File: config.mk
export PLATFORM = sky130hd
export DESIGN_NAME = mdc_reconfig_ctrl
export DESIGN_NICKNAME = d
export VERILOG_FILES = /design/src/rtl/mdc_pkg.sv /design/src/rtl/mdc_quiet_timer.sv /design/src/rtl/mdc_reconfig_ctrl.sv
export SDC_FILE = /design/constraint.sdc
export NUM_CORES = 1
export LEC_CHECK = 0
export CAP_MARGIN = 25
export CORE_UTILIZATION = 42
export CTS_CLUSTER_DIAMETER = 80
export CTS_CLUSTER_SIZE = 8
export DETAILED_ROUTE_END_ITERATION = 7
export PLACE_DENSITY_LB_ADDON = 0.1
export SYNTH_ARGS = -nofsm -noshare
export SYNTH_HDL_FRONTEND = slang
export SYNTH_HIERARCHICAL = 1
export SYNTH_SLANG_ARGS = --single-unit
File: constraint.sdc
create_clock -name ap_clk -period 6.5 [get_ports ap_clk]
set_input_delay 0.975 -clock ap_clk [delete_from_list [all_inputs] [get_ports ap_clk]]
set_output_delay 0.975 -clock ap_clk [all_outputs]
set_load 0.02 [all_outputs]
File: src/rtl/mdc_pkg.sv
// Shared types and constants for the multi_dataflow reconfiguration front-end.
package mdc_pkg;

  localparam int DATA_W = 32;
  localparam int ID_W   = 8;

  localparam logic [ID_W-1:0] CFG_IDLE = 8'd0;

  typedef enum logic [2:0] {
    IDLE   = 3'd0,
    RUN    = 3'd1,
    DRAIN  = 3'd2,
    SWITCH = 3'd3,
    SETTLE = 3'd4
  } state_t;

endpackage

File: src/rtl/mdc_quiet_timer.sv
// Saturating cycle counter: held at zero while disabled or on activity, done on the
// last cycle of a LIMIT-long quiet run.
module mdc_quiet_timer #(
  parameter  int LIMIT = 16,
  localparam int CNT_W = $clog2(LIMIT + 1)
) (
  input  logic ap_clk,
  input  logic ap_rst,
  input  logic en,
  input  logic act,
  output logic done
);

  logic [CNT_W-1:0] cnt_r;

  // Count quiet enabled cycles, saturating at LIMIT.
  always_ff @(posedge ap_clk or negedge ap_rst) begin
    if (!ap_rst) begin
      cnt_r <= {CNT_W{1'b0}};
    end else if (!en || act) begin
      cnt_r <= {CNT_W{1'b0}};
    end else if (cnt_r != CNT_W'(LIMIT)) begin
      cnt_r <= cnt_r + CNT_W'(1);
    end else begin
      cnt_r <= cnt_r;
    end
  end

  // Activity in the final cycle restarts the run rather than completing it.
  always_comb begin
    done = 1'b0;
    if (en && !act && (cnt_r == CNT_W'(LIMIT - 1))) begin
      done = 1'b1;
    end else begin
      done = 1'b0;
    end
  end

endmodule

File: src/rtl/mdc_reconfig_ctrl.sv
// Front-end of multi_dataflow: gates the two host streams and changes ID only after
// the datapath outputs have gone quiet.
module mdc_reconfig_ctrl #(
  parameter int DATA_W     = mdc_pkg::DATA_W,
  parameter int ID_W       = mdc_pkg::ID_W,
  parameter int NUM_CFG    = 2,
  parameter int QUIET_CYC  = 16,
  parameter int MAX_DRAIN  = 4096,
  parameter int SETTLE_CYC = 4
) (
  input  logic              ap_clk,
  input  logic              ap_rst,
  input  logic [ID_W-1:0]   cfg_id,
  input  logic              cfg_valid,
  output logic              cfg_ready,
  input  logic [DATA_W-1:0] s0_data,
  input  logic              s0_write,
  output logic              s0_full_n,
  input  logic [DATA_W-1:0] s1_data,
  input  logic              s1_write,
  output logic              s1_full_n,
  output logic [DATA_W-1:0] in0_data,
  output logic              in0_write,
  input  logic              in0_full_n,
  output logic [DATA_W-1:0] in1_data,
  output logic              in1_write,
  input  logic              in1_full_n,
  input  logic              out0_write,
  input  logic              out1_write,
  output logic [ID_W-1:0]   ID,
  output logic              busy,
  output logic              err_cfg,
  output logic              err_timeout
);

  import mdc_pkg::*;

  state_t          state_r, state_n;
  logic [ID_W-1:0] id_r, id_n, pend_r, pend_n;
  logic            gate_r, cfg_ready_r, busy_r, err_cfg_r, err_timeout_r;
  logic            accept_s, legal_s, err_cfg_s, timeout_s;
  logic            quiet_done_s, drain_done_s, settle_done_s;

  mdc_quiet_timer #(.LIMIT(QUIET_CYC)) u_quiet (
    .ap_clk(ap_clk), .ap_rst(ap_rst),
    .en(state_r == DRAIN), .act(out0_write | out1_write), .done(quiet_done_s)
  );

  mdc_quiet_timer #(.LIMIT(MAX_DRAIN)) u_drain (
    .ap_clk(ap_clk), .ap_rst(ap_rst),
    .en(state_r == DRAIN), .act(1'b0), .done(drain_done_s)
  );

  mdc_quiet_timer #(.LIMIT(SETTLE_CYC)) u_settle (
    .ap_clk(ap_clk), .ap_rst(ap_rst),
    .en(state_r == SETTLE), .act(1'b0), .done(settle_done_s)
  );

  // Next-state, ID/pending updates and error strobes.
  always_comb begin
    accept_s  = cfg_valid & cfg_ready_r;
    legal_s   = (cfg_id <= ID_W'(NUM_CFG));
    state_n   = state_r;
    id_n      = id_r;
    pend_n    = pend_r;
    err_cfg_s = 1'b0;
    timeout_s = 1'b0;
    case (state_r)
      IDLE: begin
        if (accept_s && !legal_s) begin
          err_cfg_s = 1'b1;
        end else if (accept_s && (cfg_id != CFG_IDLE)) begin
          id_n    = cfg_id;
          state_n = SETTLE;
        end else begin
          state_n = IDLE;
        end
      end
      RUN: begin
        if (accept_s && !legal_s) begin
          err_cfg_s = 1'b1;
        end else if (accept_s && (cfg_id != id_r)) begin
          pend_n  = cfg_id;
          state_n = DRAIN;
        end else begin
          state_n = RUN;
        end
      end
      DRAIN: begin
        // ID is loaded on the edge into SWITCH so it is stable for the whole SWITCH cycle.
        if (quiet_done_s) begin
          id_n    = pend_r;
          state_n = SWITCH;
        end else if (drain_done_s) begin
          timeout_s = 1'b1;
          id_n      = pend_r;
          state_n   = SWITCH;
        end else begin
          state_n = DRAIN;
        end
      end
      SWITCH: begin
        if (pend_r == CFG_IDLE) begin
          state_n = IDLE;
        end else begin
          state_n = SETTLE;
        end
      end
      SETTLE: begin
        if (settle_done_s) begin
          state_n = RUN;
        end else begin
          state_n = SETTLE;
        end
      end
      default: begin
        state_n = IDLE;
        id_n    = CFG_IDLE;
      end
    endcase
  end

  // State and registered status outputs; gate opens only once RUN is stable.
  always_ff @(posedge ap_clk or negedge ap_rst) begin
    if (!ap_rst) begin
      state_r       <= IDLE;
      id_r          <= CFG_IDLE;
      pend_r        <= CFG_IDLE;
      gate_r        <= 1'b0;
      cfg_ready_r   <= 1'b1;
      busy_r        <= 1'b0;
      err_cfg_r     <= 1'b0;
      err_timeout_r <= 1'b0;
    end else begin
      state_r       <= state_n;
      id_r          <= id_n;
      pend_r        <= pend_n;
      gate_r        <= (state_r == RUN) && (state_n == RUN);
      cfg_ready_r   <= (state_n == IDLE) || (state_n == RUN);
      busy_r        <= (state_n == DRAIN) || (state_n == SWITCH) || (state_n == SETTLE);
      err_cfg_r     <= err_cfg_s;
      err_timeout_r <= err_timeout_r | timeout_s;
    end
  end

  assign in0_data    = s0_data;
  assign in1_data    = s1_data;
  assign in0_write   = s0_write & gate_r;
  assign in1_write   = s1_write & gate_r;
  assign s0_full_n   = in0_full_n & gate_r;
  assign s1_full_n   = in1_full_n & gate_r;
  assign ID          = id_r;
  assign cfg_ready   = cfg_ready_r;
  assign busy        = busy_r;
  assign err_cfg     = err_cfg_r;
  assign err_timeout = err_timeout_r;

endmodule
==> insert_results.sql <==
INSERT INTO impl_metrics (metric_group, metric, value, unit) VALUES
('place', 'placement.io_buffers', '32', ''),
('job', 'drv.max_cap_violation_count', '0', ''),
('logic_synthesis', 'synth_warnings', '6', ''),
('logic_synthesis', 'ys_ff_latch', '45', ''),
('cts', 'cts.reportedPaths.clkPinSlew', '0.09', 'ns'),
('timing', 'smallest_setup_slack_after_layout', '3.33', 'ns'),
('worst_setup_path', 'crit_path_start', 'in1_full_n', ''),
('finish', 'n_antenna_cell', '0', ''),
('timing', 'fmax', '316', 'MHz'),
('finish', 'post_route_cell_area', '0.00297', 'mm²'),
('logic_synthesis', 'postSynth.topFlopCell', 'sky130_fd_sc_hd__dfrtp_1', ''),
('drt', 'via_per_inst', '5.42', ''),
('cts', 'ctsLongestPathBuffers', '2', ''),
('finish', 'layout-area-overhead-vs-synth', '1.71', '%'),
('timing', 'slew_worst_pin', '0.787', 'ns'),
('run_status', 'run_status', 'complete, no violations', ''),
('floorplan', 'floorplan.initialDensity', '0.432', ''),
('power', 'power-per-cell-area', '185', 'mW/mm²'),
('timing', 'finalWorstPathRequiredPeriod', '3.17', 'ns'),
('timing', 'tns', '0', 'ns'),
('hold_path', 'hold_path_class', 'flip-flop to flip-flop', ''),
('place', 'post-place-ws', '3.20', 'ns'),
('finish', 'postLayoutCoreUtil', '0.440', ''),
('finish', 'drive_above_1_share', '0.133', ''),
('worst_setup_path', 'end_kind', 'output pin', ''),
('worst_setup_path', 'worst-path-max-fanout', '1', ''),
('drt', 'finalWirelength', '5770', 'µm'),
('timing', 'finalClockSkew', '0.00909', 'ns'),
('logic_synthesis', 'synthDominantCellAreaShare', '0.377', ''),
('cts', 'cts_htree_levels', '2', ''),
('floorplan', 'pin_count', '161', ''),
('cts', 'clk_root_buffer_cell', 'sky130_fd_sc_hd__clkbuf_8', ''),
('floorplan', 'core.rowCount', '30', ''),
('power', 'maximum_resistive_drop_on_vdd', '0.116', 'mV'),
('timing', 'whs', '0.495', 'ns'),
('logic_synthesis', 'synth_edf_count', '0', ''),
('place', 'placedCellCount', '342', ''),
('cts', 'number_of_cts_inserted_buffers', '5', ''),
('global_routing', 'grt_overflow', '0', ''),
('worst_setup_path', 'path_class', 'primary input to output pin', ''),
('place', 'place.detailed.hpwl', '4410', 'µm'),
('cts', 'clk_latency', '0.30', 'ns'),
('logic_synthesis', 'yosys.cell_count.top_type', 'sky130_fd_sc_hd__buf_4', ''),
('worst_setup_path', 'cp.required', '5.52', 'ns'),
('drt', 'postRouteAntennaNets', '0', ''),
('global_routing', 'grt_start_max_net_pins', '25', ''),
('place', 'placedInstanceArea', '0.00288', 'mm²'),
('logic_synthesis', 'synth_area_leaders', 'sky130_fd_sc_hd__dfrtp_1, sky130_fd_sc_hd__buf_4, sky130_fd_sc_hd__mux2_2', ''),
('cts', 'post-cts-setup-buffers', '0', ''),
('cts', 'cts_tree', 'done', ''),
('power', 'post-layout-total-power', '550', 'µW'),
('timing', 'final_worst_path_cycle_share', '0.487', ''),
('logic_synthesis', 'ys_async_sr_fraction', '1.00', ''),
('timing', 'relSlewSlack', '0.474', ''),
('drt', 'detail_route.wl_per_cell', '16.5', 'µm'),
('drt', 'first_iter_violations', '86', ''),
('logic_synthesis', 'syn_area', '0.00292', 'mm²'),
('global_routing', 'antenna_found_initial', '0', ''),
('timing', 'final-max-slew-violation-count', '0', ''),
('power', 'total_leakage_power', '1.30', 'nW'),
('finish', 'post_route_insts_no_fill', '350', ''),
('drt', 'drtPass1Iterations', '6', ''),
('logic_synthesis', 'syn_area_per_cell', '9.97', 'µm²'),
('global_routing', 'wire_length_of_the_first_global_routing_pass', '9500', 'µm'),
('timing', 'rsz0062_at_grt', 'false', ''),
('timing', 'final-setup-viol-count', '0', ''),
('place', 'globalplace.congestion', '0.753', ''),
('cts', 'cts_hold_buf', '0', ''),
('global_routing', 'grt_usage', '0.165', ''),
('worst_setup_path', 'crit_path_start_kind', 'primary input', ''),
('cts', 'postCtsResizedCells', '0', '');
## flip-flops by register name, summed over array words and instances (netlist names), 3 cells and up
| signal | flops |
|---|---|
| ID | 8 |
| u_quiet/cnt_r | 5 |
| u_settle/cnt_r | 3 |
| u_drain/cnt_r | 13 |
| state_r | 3 |
| pend_r | 8 |
## cell usage in the layout, fill, tap and decap left out, types with 2 or more instances in the layout
master	instances
sky130_fd_sc_hd__dfrtp_1	44
sky130_fd_sc_hd__clkdlybuf4s50_1	31
sky130_fd_sc_hd__inv_1	16
sky130_fd_sc_hd__a21oi_1	12
sky130_fd_sc_hd__nand2_1	10
sky130_fd_sc_hd__xor2_1	10
sky130_fd_sc_hd__nor2_1	9
sky130_fd_sc_hd__mux2_2	9
sky130_fd_sc_hd__or4_1	8
sky130_fd_sc_hd__ha_1	8
sky130_fd_sc_hd__a22o_1	7
sky130_fd_sc_hd__nand4_1	6
sky130_fd_sc_hd__nor2b_1	6
sky130_fd_sc_hd__nor4_1	5
sky130_fd_sc_hd__and2_1	5
sky130_fd_sc_hd__clkbuf_8	5
sky130_fd_sc_hd__nand2b_1	5
sky130_fd_sc_hd__nand3_1	5
sky130_fd_sc_hd__o31ai_1	5
sky130_fd_sc_hd__o21ai_0	4
sky130_fd_sc_hd__or3_1	4
sky130_fd_sc_hd__mux2i_1	4
sky130_fd_sc_hd__nand3b_1	4
sky130_fd_sc_hd__nor3_1	3
sky130_fd_sc_hd__conb_1	3
sky130_fd_sc_hd__o211ai_1	2
sky130_fd_sc_hd__or2_2	2
sky130_fd_sc_hd__and4_1	2
sky130_fd_sc_hd__or3b_1	2
## layer usage
| layer | share of wire | global-route usage | vias up |
|---|---|---|---|
| li1 | - | - | 920 |
| met1 | 0.45 | 0.211 | 899 |
| met2 | 0.48 | 0.282 | 65 |
| met3 | 0.058 | 0.0399 | 14 |
| met4 | 0.0094 | 0.0394 | 0 |
| met5 | 0 | 0 | - |
## critical path: stages
cell and delay, ns:
sky130_fd_sc_hd__clkdlybuf4s50_1 0.45, sky130_fd_sc_hd__and2_1 0.15, sky130_fd_sc_hd__clkdlybuf4s50_1 0.61
## kinds of logic (layout without fill, tap and decap cells)
family,Yosys count,in the layout,synth area share
adder cells (fa/ha/maj),8,8,0.0343
AND/OR/NAND/NOR,86,86,0.189
flip-flops,45,45,0.386
XOR/XNOR,11,11,0.0330
AO/OA/AOI/OAI,45,45,0.112
multiplexers,14,14,0.0536
other,1,3,0.00128
buffers and inverters,83,58,0.190
## layout make-up
cell class,instances,area [µm²]
fill,652,3790
timing repair buffer,34,343
clock buffer,5,68.8
clock inverter,3,21.3
inverter,16,60.1
tap,80,100
sequential,45,1130
multi-input combinational,167,1250
## path summary, 6_finish.rpt
check | end | slack, ns | cells past startpoint
min in group asynchronous | ID[2] | 0.65 | 1
hold / removal | err_timeout | 0.49 | 1
setup reg to reg | ID[0] | 3.49 | 9
hold reg to reg | err_timeout | 0.49 | 1
max in group asynchronous | cfg_ready | 5.27 | 2
setup / recovery | s1_full_n | 3.33 | 3
## power breakdown
part / switching (mW) / internal, mW
sequential: 0.00823 / 0.289
combinational: 0.0375 / 0.0378
clock: 0.101 / 0.0764
total: 0.147 / 0.403
Power figures use the tool's default switching activity.
